File: config.mk
export PLATFORM = sky130hd
export DESIGN_NAME = instruction_fetch_unit
export DESIGN_NICKNAME = d
export VERILOG_FILES = /design/src/rtl/cpu_pkg.sv /design/src/rtl/fetch_fifo.sv /design/src/rtl/instruction_fetch_unit.sv
export SDC_FILE = /design/constraint.sdc
export NUM_CORES = 1
export LEC_CHECK = 0
export CORE_MARGIN = 4
export CORE_UTILIZATION = 46
export DETAILED_ROUTE_END_ITERATION = 12
export PLACE_DENSITY = 0.77
export SKIP_LAST_GASP = 1
export SLEW_MARGIN = 20
export SYNTH_ARGS = -nofsm -noshare
export SYNTH_HDL_FRONTEND = slang
export SYNTH_HIERARCHICAL = 1
export SYNTH_SLANG_ARGS = --single-unit
File: constraint.sdc
create_clock -name clk -period 2.2 [get_ports clk]
set_input_delay 0.44 -clock clk [delete_from_list [all_inputs] [get_ports clk]]
set_output_delay 0.44 -clock clk [all_outputs]
set_load 0.01 [all_outputs]
File: src/rtl/cpu_pkg.sv
// Shared CPU constants and fetch-stage state encoding.
package cpu_pkg;

    localparam int ADDR_W = 16;
    localparam int DATA_W = 32;

    typedef enum logic [1:0] {
        F_IDLE  = 2'b00,
        F_REQ   = 2'b01,
        F_DRAIN = 2'b10
    } fetch_state_t;

endpackage

File: src/rtl/fetch_fifo.sv
// Small synchronous FIFO of {pc, word} pairs with flush; head is read straight
// from registered storage.
module fetch_fifo #(
    parameter int ADDR_W = 16,
    parameter int DATA_W = 32,
    parameter int DEPTH  = 2,
    localparam int PTR_W = $clog2(DEPTH),
    localparam int CNT_W = $clog2(DEPTH + 1)
) (
    input  logic              clk,
    input  logic              reset,
    input  logic              push,
    input  logic              pop,
    input  logic              flush,
    input  logic [ADDR_W-1:0] push_pc,
    input  logic [DATA_W-1:0] push_word,
    output logic [ADDR_W-1:0] head_pc,
    output logic [DATA_W-1:0] head_word,
    output logic [CNT_W-1:0]  count,
    output logic              full,
    output logic              empty
);

    logic [ADDR_W-1:0] pc_mem   [DEPTH];
    logic [DATA_W-1:0] word_mem [DEPTH];
    logic [PTR_W-1:0]  rd_ptr;
    logic [PTR_W-1:0]  wr_ptr;

    assign head_pc   = pc_mem[rd_ptr];
    assign head_word = word_mem[rd_ptr];
    assign empty     = (count == '0);
    assign full      = (count == CNT_W'(DEPTH));

    // DEPTH is a power of two, so the pointers wrap on their own.
    always_ff @(posedge clk or negedge reset) begin
        if (!reset) begin
            rd_ptr <= '0;
            wr_ptr <= '0;
            count  <= '0;
            for (int i = 0; i < DEPTH; i++) begin
                pc_mem[i]   <= '0;
                word_mem[i] <= '0;
            end
        end else if (flush) begin
            rd_ptr <= '0;
            wr_ptr <= '0;
            count  <= '0;
        end else begin
            if (push) begin
                pc_mem[wr_ptr]   <= push_pc;
                word_mem[wr_ptr] <= push_word;
                wr_ptr           <= wr_ptr + PTR_W'(1);
            end
            if (pop) begin
                rd_ptr <= rd_ptr + PTR_W'(1);
            end
            case ({push, pop})
                2'b10:   count <= count + CNT_W'(1);
                2'b01:   count <= count - CNT_W'(1);
                default: count <= count;
            endcase
        end
    end

endmodule

File: src/rtl/instruction_fetch_unit.sv
// Fetch stage: issues credit-limited reads to RAM, buffers words with their PCs,
// and hands them downstream; a redirect flushes and restarts fetch.
//   state   | meaning
//   F_IDLE  | no request outstanding
//   F_REQ   | read outstanding, result will be pushed
//   F_DRAIN | read outstanding after a redirect, result will be dropped
module instruction_fetch_unit #(
    parameter int ADDR_W = cpu_pkg::ADDR_W,
    parameter int DATA_W = cpu_pkg::DATA_W,
    parameter int DEPTH  = 2
) (
    input  logic              clk,
    input  logic              reset,
    input  logic              fetch_enable,
    output logic              mem_enable,
    output logic              mem_read_write,
    output logic [ADDR_W-1:0] mem_address,
    input  logic [DATA_W-1:0] mem_data_out,
    input  logic              mem_ready,
    input  logic              redirect_valid,
    input  logic [ADDR_W-1:0] redirect_pc,
    output logic              instr_valid,
    input  logic              instr_ready,
    output logic [DATA_W-1:0] instruction_out,
    output logic [ADDR_W-1:0] instr_pc,
    output logic [ADDR_W-1:0] PC_out
);
    import cpu_pkg::*;

    localparam int CNT_W = $clog2(DEPTH + 1);

    fetch_state_t      state;
    logic [ADDR_W-1:0] pc;
    logic [ADDR_W-1:0] pc_next;
    logic [CNT_W-1:0]  fifo_count;
    logic [CNT_W:0]    count_after_push;
    logic              fifo_full;
    logic              fifo_empty;
    logic              push;
    logic              pop;

    assign mem_read_write = 1'b1;
    assign PC_out         = pc;
    assign instr_valid    = !fifo_empty;
    assign pc_next        = pc + ADDR_W'(1);

    // Redirect outranks both sides of the FIFO.
    assign pop  = instr_valid && instr_ready && !redirect_valid;
    assign push = (state == F_REQ) && mem_ready && !redirect_valid;

    // Occupancy right after this edge's push/pop, with no request outstanding.
    assign count_after_push = (CNT_W+1)'(fifo_count) + (CNT_W+1)'(1) - (CNT_W+1)'(pop);

    always_ff @(posedge clk or negedge reset) begin
        if (!reset) begin
            state       <= F_IDLE;
            pc          <= '0;
            mem_enable  <= 1'b0;
            mem_address <= '0;
        end else begin
            case (state)
                F_IDLE: begin
                    if (redirect_valid) begin
                        pc <= redirect_pc;
                    end else if (fetch_enable && !fifo_full) begin
                        state       <= F_REQ;
                        mem_enable  <= 1'b1;
                        mem_address <= pc;
                    end
                end
                F_REQ: begin
                    if (redirect_valid) begin
                        pc <= redirect_pc;
                        if (mem_ready) begin
                            state      <= F_IDLE;
                            mem_enable <= 1'b0;
                        end else begin
                            state <= F_DRAIN;
                        end
                    end else if (mem_ready) begin
                        pc <= pc_next;
                        if (fetch_enable && (count_after_push < (CNT_W+1)'(DEPTH))) begin
                            mem_address <= pc_next;
                        end else begin
                            state      <= F_IDLE;
                            mem_enable <= 1'b0;
                        end
                    end
                end
                F_DRAIN: begin
                    if (redirect_valid) begin
                        pc <= redirect_pc;
                    end
                    if (mem_ready) begin
                        state      <= F_IDLE;
                        mem_enable <= 1'b0;
                    end
                end
                default: begin
                    state      <= F_IDLE;
                    mem_enable <= 1'b0;
                end
            endcase
        end
    end

    fetch_fifo #(
        .ADDR_W (ADDR_W),
        .DATA_W (DATA_W),
        .DEPTH  (DEPTH)
    ) u_fifo (
        .clk       (clk),
        .reset     (reset),
        .push      (push),
        .pop       (pop),
        .flush     (redirect_valid),
        .push_pc   (mem_address),
        .push_word (mem_data_out),
        .head_pc   (instr_pc),
        .head_word (instruction_out),
        .count     (fifo_count),
        .full      (fifo_full),
        .empty     (fifo_empty)
    );

endmodule
==> Word-level counts from Yosys, hierarchy flattened <==
Index checks and enable logic that the tools add are counted.
{ "word_totals": {"ff_bits": 135, "in_bits": 54, "out_inout_bits": 83, "wordCells": 105} }
{ "classes": {"addsub": 7, "n_lt_le_gt_ge": 4, "n_eq_ne": 14, "muxes": 43, "bitwise": 3, "n_reduce_logical": 23} }
{ "ops": {"columns": ["op", "n"], "rows": [
  ["16-bit 2-to-1 mux", 12],
  ["32-bit 2-to-1 mux", 4],
  ["64-bit bitwise mux", 1],
  ["16-bit case mux with 2 select lines", 2],
  ["32-bit bitwise mux", 1],
  ["32-bit demux with 1-bit select", 1],
  ["16-bit by 1-bit adder with 16-bit output (second input constant)", 1],
  ["16-bit demux with 1-bit select", 1],
  ["2-bit 2-to-1 mux", 8],
  ["1-bit 2-to-1 mux", 10],
  ["2-bit inequality test (second input constant)", 5],
  ["2-bit nonzero test", 4],
  ["1-bit logical AND", 7],
  ["2-bit equality test (second input constant)", 3],
  ["3-bit inequality test (second input constant)", 2],
  ["2-bit case mux with 3 select lines", 1],
  ["6-bit AND reduction", 1],
  ["5-bit AND reduction", 1],
  ["2-bit by 1-bit equality test with 1-bit output (second input constant)", 2],
  ["2-bit greater-or-equal comparator (second input constant)", 2],
  ["2-bit logical NOT", 2],
  ["2-bit by 1-bit inequality test with 1-bit output (second input constant)", 2],
  ["1-bit inverter with 2-bit output", 2],
  ["2-bit case mux with 2 select lines", 1],
  ["15 further kinds", 18]
]} }

==> Depth between registers and ports, before layout <==
{ "logic_depth": {"word_depth": 11, "mapped_depth": 8, "depth_no_buf": 6} }

==> Hierarchy <==
The synthesis kept the hierarchy.
{ "by_module_without_submodules": {"columns": ["mod", "n_inst", "cells_each", "area_per_inst_um2", "seq_area_each_um2"], "rows": [
  ["fetch_fifo", 1, 276, 4336.7, 2502.4],
  ["instruction_fetch_unit", 1, 245, 2100.8, 875.8]
]} }

==> Worst setup path after synthesis <==
No wires, ideal clock.
{ "synth_path": {"path_kind": "register to register", "startpoint": "reg state[1]", "endpoint": "reg u_fifo/word_mem[34] in the netlist's numbering", "setup_time_ns": 0.127, "arrival_ns": 2.221, "t_required_ns": 2.073, "slack_ns": -0.148, "path_stages_with_launch": 9, "n_path_buf": 4, "period_less_slack_ns": 2.348, "path_cell_list": "dfrtp_1 > buf_2 > nand2b_1 > buf_4 > nor3b_1 > nor3b_2 > buf_4 > buf_6 > mux2_1"} }
{ "synth_via": {"elab_chain_cells": 4} }
{ "synth_rtl": {"columns": ["item", "line_no", "source"], "rows": [
  ["start, declared", "instruction_fetch_unit.sv:32", "fetch_state_t state;"],
  ["start signal, assigned", "instruction_fetch_unit.sv:56", "state <= F_IDLE;"],
  ["start signal, assigned", "instruction_fetch_unit.sv:66", "state <= F_REQ;"],
  ["start signal, assigned", "instruction_fetch_unit.sv:75", "state <= F_IDLE;"],
  ["2-bit by 1-bit equality test with 1-bit output", "instruction_fetch_unit.sv:49", "assign push = (state == F_REQ) && mem_ready && !redirect_valid;"],
  ["1-bit logical AND (2 in series)", "instruction_fetch_unit.sv:49", null],
  ["via push", "instruction_fetch_unit.sv:39", "logic push;"],
  ["2-bit AND reduction (no source line)", null, null],
  ["end signal, assigned by index", "fetch_fifo.sv:51", "word_mem[wr_ptr] <= push_word;"],
  ["end, declared", "fetch_fifo.sv:25", "logic [DATA_W-1:0] word_mem [DEPTH];"]
]} }
The timed path passes the listed nets, and every way through them passes these cells.
A chain may end at the register's enable or synchronous reset.

==> Final worst setup path <==
{ "layout_path": {"startpoint": "reg u_fifo.rd_ptr", "endpoint": "out instruction_out[29]"} }
{ "layout_via": {"elab_chain_cells": 4} }
{ "layout_rtl": {"columns": ["item", "line_no", "source"], "rows": [
  ["start, declared", "fetch_fifo.sv:26", "logic [PTR_W-1:0] rd_ptr;"],
  ["start signal, assigned", "fetch_fifo.sv:55", "rd_ptr <= rd_ptr + PTR_W'(1);"],
  ["1-bit inverter with 2-bit output (not written as such)", "fetch_fifo.sv:30", "assign head_word = word_mem[rd_ptr];"],
  ["32-bit 2-to-1 mux (not written as such) (3 in series)", "fetch_fifo.sv:30", null],
  ["end, declared", "instruction_fetch_unit.sv:24", "output logic [DATA_W-1:0] instruction_out,"]
]} }
Every way passes these cells. The select of a mux whose other input is x is not followed.

==> impl_metrics.tcl <==
set metrics [dict create \
    result_of_the_run "completed" \
    layout_min_cycle_time_ns 2.15 \
    synth_cell_types 53 \
    grt_pass1_vias 5056 \
    cts_max_level 4 \
    critical_path.endpoint_type "output port" \
    cpLargestDelayFamily "buffers and inverters" \
    crit_chain "buf_4, buf_12, mux2_2, dlygate4sd2_1" \
    min_path_type "in2async" \
    syn_nets 576 \
    period_share 0.979 \
    groute.layer.met1.usage 0.273 \
    unrepaired_setup_endpoints_after_global_routing "false" \
    floorplan.die.width_um 126 \
    clk_transition_reported_paths_ns 0.05 \
    clk_skew_ns 0.00594 \
    buffer_ports.inserted 135 \
    cts_tree "yes" \
    power-per-cell-area_mw_per_mm2 1030 \
    detail_route.iter0.violations 267 \
    insertedDiodeCount 0 \
    final_setup_slack_of_the_worst_path_ns 0.0472 \
    worstPathMaxFanout 12 \
    io_pins 137 \
    synth_seq_cells 135 \
    timing_max_transition_violations_final 0 \
    finish.net_count 734 \
    routabilityCongestion 0.866 \
    detailedPlace.worstSlack_ns -0.0356 \
    ir_drop_mv 0.564 \
    dp_hpwl_um 10800 \
    drt-vias-per-instance 5.38 \
    drcViolationCount 0 \
    syn_area_mm2 0.00644 \
    kind_of_critical_path "reg2out" \
    groute.usage.overall 0.208 \
    drt_first_pass_iters 4 \
    synth.largest_area_cell "sky130_fd_sc_hd__dfrtp_1" \
    layout.filler_cells 1072 \
    netlist_instances 521 \
    drt.antenna.violating_nets 0 \
    num_rows 42 \
    mostFrequentLayoutCell "sky130_fd_sc_hd__dfrtp_1" \
    biggest_cell_delay_along_the_critical_path_ns 0.40 \
    finalHoldViolations 0 \
    report.power.total_mw 8.94 \
    worst_ep_arrival_time_ns 1.71 \
    cts_buffers 17 \
    detail_route.wl_per_cell_um 18.0 \
    clock_sinks 135 \
    fraction_of_the_yosys_area_taken_by_sequential_cells 0.525 \
    grt_first_pass_wirelength_um 26500 \
    clk_path_buf_depth 2 \
    synth_area_per_cell_um2 12.4 \
    detailroute.via_count 4670 \
    yosysTopAreaCellShare 0.525 \
    clock-root-buffer "sky130_fd_sc_hd__clkbuf_16" \
    cellLeakagePower_nw 3.97 \
    grt-ovfl-total 0 \
    global_route.usage.met2 0.329 \
    grt_start_max_net_pins 64 \
    synth-warning-count 6 \
    dieHeight_um 126 \
    critical-path-slowest-cell "sky130_fd_sc_hd__dfrtp_2" \
    grt_antenna_before_repair 0 \
    busiest_layer "met2" \
    setup_tns_ns 0 \
    floorplan.initialDensity 0.479 \
    fp.dieArea_mm2 0.0160 \
    worst-slew-pin-transition_ns 0.565 \
    worstSkewPairLatency_ns 0.41 \
    cp.required_ns 1.76 \
    grtUsageMet3 0.0643 \
    rel_slew_slack 0.623 \
    yosys_most_used_dff "sky130_fd_sc_hd__dfrtp_1" \
    maxClockFrequency_mhz 465 \
    yosys-top-cells-area "sky130_fd_sc_hd__dfrtp_1 (52%), sky130_fd_sc_hd__mux2_2 (22%), sky130_fd_sc_hd__mux2_1 (3.7%), sky130_fd_sc_hd__nand2_1 (2.3%), sky130_fd_sc_hd__a21oi_1 (1.9%)" \
    drt-total-wl_um 15600 \
    core_area_mm2 0.0135 \
    asr_flop_ratio_synth 1.00 \
    synth-edff-count 0 \
    worst-path-buf-inv 3 \
    layout_overhead_on_the_synthesized_area_pct 34.5 \
    max_cap_viol_count 0 \
    setup.worst_path.start_class "flip-flop" \
    setup_viol 0 \
    layout-drive-gt1-share 0.337 \
    mostFrequentLayoutCells "sky130_fd_sc_hd__dfrtp_1 (134), sky130_fd_sc_hd__mux2_2 (123), sky130_fd_sc_hd__clkdlybuf4s50_1 (86)" \
]
kinds of logic (layout without fill, tap and decap cells):
logic type | count (synthesis) | in the layout | share of synthesized area
AOI/OAI and AO/OA | 73 | 73 | 0.0700
xor gates and xnor gates | 17 | 17 | 0.0231
adders and majority gates | 1 | 1 | 0.00194
buffers and inverters | 39 | 210 | 0.0344
DFF | 135 | 135 | 0.525
muxes | 146 | 146 | 0.256
other | 1 | 1 | 0.000583
and+or+nand+nor | 109 | 109 | 0.0894
cell usage after synthesis (2+ instances only):
master	number
sky130_fd_sc_hd__mux2_1	21
sky130_fd_sc_hd__nand3_1	9
sky130_fd_sc_hd__mux2_2	123
sky130_fd_sc_hd__nor4_4	2
sky130_fd_sc_hd__clkbuf_1	10
sky130_fd_sc_hd__a31oi_1	4
sky130_fd_sc_hd__and4_1	2
sky130_fd_sc_hd__a21o_1	2
sky130_fd_sc_hd__buf_2	14
sky130_fd_sc_hd__o21ai_1	4
sky130_fd_sc_hd__dfrtp_1	135
sky130_fd_sc_hd__nor3_1	5
sky130_fd_sc_hd__nand2_1	39
sky130_fd_sc_hd__buf_6	6
sky130_fd_sc_hd__and3_1	2
sky130_fd_sc_hd__nand3b_1	2
sky130_fd_sc_hd__nor2_1	25
sky130_fd_sc_hd__a2bb2oi_1	3
sky130_fd_sc_hd__buf_4	3
sky130_fd_sc_hd__a21oi_1	24
sky130_fd_sc_hd__nor2b_1	4
sky130_fd_sc_hd__nor3b_1	3
sky130_fd_sc_hd__nand2b_1	2
sky130_fd_sc_hd__o22ai_1	8
sky130_fd_sc_hd__inv_1	4
sky130_fd_sc_hd__xor2_1	7
sky130_fd_sc_hd__o21ai_0	20
sky130_fd_sc_hd__nand4_1	4
sky130_fd_sc_hd__xnor2_1	10
layer usage:
layer / vias up / wire, um
li1: 2169 / -
met1: 2321 / 6800
met2: 163 / 7490
met3: 17 / 1080
met4: 0 / 260
met5: - / 0
registers in the layout, indices dropped and copies added, names as in the netlist:
name	flops
u_fifo/pc_mem	32
u_fifo/wr_ptr	1
u_fifo/rd_ptr	1
u_fifo/count	2
u_fifo/word_mem	64
PC_out	16
mem_enable	1
mem_address	16
state	2
where the power goes:
part / internal, mW / switching (mW) / total [mW]
clock network: 1.63 / 1.01 / 2.64
logic: 1.52 / 1.20 / 2.72
registers: 3.10 / 0.478 / 3.58
total: 6.26 / 2.68 / 8.94
path summary, 6_finish.rpt:
| check | from | endpoint | slack [ns] | cells past startpoint |
|---|---|---|---|---|
| hold reg to reg | u_fifo/word_mem[40] | u_fifo/word_mem[40] | 0.49 | 1 |
| min in group clk | u_fifo/word_mem[40] | u_fifo/word_mem[40] | 0.49 | 1 |
| max in group asynchronous | reset | PC_out[15] | 1.50 | 2 |
| hold / removal | reset | u_fifo/word_mem[25] | 0.0006 | 1 |
| setup reg to reg | PC_out[2] | mem_address[13] | 0.30 | 5 |
| setup / recovery | u_fifo/rd_ptr | instruction_out[29] | 0.05 | 4 |
layout make-up:
type                    instances  area [um2]  share of cell area
flip-flops and latches        135        3380               0.390
multi-input cells             347        2860               0.330
repair buffers                174        1630               0.189
clock buffers                  23         478              0.0552
well taps                     176         220              0.0254
clock inverters                 9        75.1             0.00867
inverters                       4        15.0             0.00173
stage by stage:
step	utilization	instances	hold slack, ns	area (um2)
detailed placement	0.604	827	0.462	8130
global route	0.644	868	0.0442	8660
global placement	0.604	827	0.449	8130
CTS	0.643	868	0.0156	8660
finish	0.644	868	0.000562	8660
floorplan	-	521	0.144	6440
what timing repair did:
item	4_1_cts	5_1_grt
hold endpoints to repair	0	0
gates resized for setup	127	9
endpoints found under the setup margin	48	9
setup buffers	7	0
cloned	2	0
hold buffers	0	0
No activity file was read; power rests on OpenSTA's default activity.
==> RTL change: new RTL, config.mk and constraints unchanged <==
The 3 states of `fetch_state_t` get a one-hot encoding in 3 bits.
--- a/src/rtl/cpu_pkg.sv
+++ b/src/rtl/cpu_pkg.sv
@@ -6,6 +6,6 @@
 
-    typedef enum logic [1:0] {
-        F_IDLE  = 2'b00,
-        F_REQ   = 2'b01,
-        F_DRAIN = 2'b10
+    typedef enum logic [2:0] {
+        F_IDLE  = 3'b001,
+        F_REQ   = 3'b010,
+        F_DRAIN = 3'b100
     } fetch_state_t;
Formal check against the unedited RTL: same outputs for any inputs over 4 cycles, from zero or initial values and one cycle with reset low; so few cycles prove little.
==> RTL change against the original RTL <==
The flow now finishes with violations (setup timing). Non-clock buffer count rose by 26. Global-route usage rose by 0.52 points. Setup slack got worse by 0.19 ns. Design area rose by 13%. Combinational power rose by 35%. Sequential cell count rose by 1. Synthesized area rose by 4.9%. Sequential share of layout area fell by 4.3 points. Via count rose by 9.8%. Total power rose by 17%. Utilization rose by 3.4 points. Maximum frequency fell by 8.1%. Wire length rose by 22%.
==> RTL change: results (changes against the original RTL) <==
** Run status
- Outcome :: finished, violations left
- Violations in the final reports :: setup timing

** Clock tree
- Total number of clock tree sinks :: 136 (+0.74%)

** Timing
- Worst slew margin relative to its limit :: 66.1% (+3.8 points)
- The final sum of negative setup slack is -0.143 ns (-0.143 ns).
- Setup-failing EPs final :: 1 (+1)
- The post-route worst setup slack came to -0.143 ns (-0.190 ns).
- The worst clock skew on the final layout came to 0.00605 ns (+0.000113 ns).

** Drt
- Via count :: 5,126 (+9.8%)
- Average wire per standard cell :: 21.2 um (+18%)
- 1st-pass router iterations :: 5 (+1)

** Final layout
- FF/Latch Area :: 3410 um2 (+0.85%)
- Data-path buffer share of cell area in the final layout :: 23.5% (+4.6 points)
- Proportion of layout cells with a drive suffix above 1 :: 38.2% (+4.5 points)
- Non-clock buffer count in the final layout :: 200 (+15%)
- Clock tree buffer count of the final layout :: 19 (-17%)
- The non-clock inverter total of the final layout is 11 (+7).

** Synthesis
- Synth Area in XOR/XNOR :: 2.34% (+0.023 points)
- The post-synthesis sequential area ratio came to 50.4% (-2.0 points).
- By count the netlist is led by 135 x sky130_fd_sc_hd__dfrtp_1, 132 x sky130_fd_sc_hd__mux2_2, 21 x sky130_fd_sc_hd__mux2_1, 15 x sky130_fd_sc_hd__clkbuf_1, 14 x sky130_fd_sc_hd__nor2_1.
- The distinct cell type count of the synthesized netlist was 59 (+11%).
- Post-Synth Adder-Cell Area :: 0.185% (-0.0090 points)

** Hold path
- Hold Path Class :: reg2reg

** Critical path
- Largest fanout on the critical path :: 7 (-5)
- End of the worst register-to-register path :: u_fifo/pc_mem[25]$_DFFE_PN0P_
- R2r worst-path depth :: 9 (+4)
- The setup slack on the worst flop-to-flop path came to 0.01 ns (-0.29 ns).
- The data arrival time at the worst-slack endpoint is 1.90 ns (+0.19 ns).

** Global route
- The maximum number of pins on one net before global-route repair came to 53 (-17%).
- The total routing usage reported by global routing is 21.3% (+0.52 points).

** Power and ir drop
- Max IR drop VDD :: 0.000630 V (+12%)
- Leak :: 0.00473 uW (+19%)

** Placement
- Placed Instances :: 843 (+1.9%)
- Half-perimeter wire length of the detailed placement result :: 11,600 um (+7.4%)
## RTL change: repair_timing
action                                  in CTS  in global routing
pin swaps                                    1                  4
setup buffers                                6                  6
hold endpoints to repair                    50                  0
endpoints found under the setup margin     144                141
gates resized for setup                     10                 54
cloned                                       3                 10
hold buffers                                 1                  0
## RTL change: worst max path at each step
stage                              start                         endpoint  slack [ns]  cells after the start
2_1_floorplan             redirect_valid  u_fifo/word_mem[34]$_DFFE_PN0P_       -0.03                     10
3_3_place_gp              redirect_valid    u_fifo/pc_mem[26]$_DFFE_PN0P_       -0.52                      9
3_5_place_dp              redirect_valid    u_fifo/pc_mem[24]$_DFFE_PN0P_       -0.59                      9
4_1_cts        u_fifo/rd_ptr$_DFFE_PN0P_               instruction_out[7]       -0.18                      3
5_1_grt        u_fifo/rd_ptr$_DFFE_PN0P_               instruction_out[7]       -0.20                      4
6_report       u_fifo/rd_ptr$_DFFE_PN0P_               instruction_out[7]       -0.14                      4
## RTL change: critical path, cell delays in order, from the launching register on
cell and delay (ns):
sky130_fd_sc_hd__dfrtp_2 0.37, sky130_fd_sc_hd__buf_12 0.15, sky130_fd_sc_hd__buf_12 0.14, sky130_fd_sc_hd__mux2_2 0.35, sky130_fd_sc_hd__clkdlybuf4s50_1 0.48
## RTL change: metal layers
layer	routed length [um]	up-vias	track usage, %
li1	-	2302	-
met1	8170	2584	27.5
met2	9210	211	34.7
met3	1180	29	5.77
met4	486	0	7.47
met5	0	-	0
## RTL change: power by group
group          switching, uW  total (uW)  leakage (uW)  internal (uW)
Combinational           1370        3670       0.00273           2300
Sequential               636        3870       0.00172           3240
Clock                   1050        2960      0.000287           1910
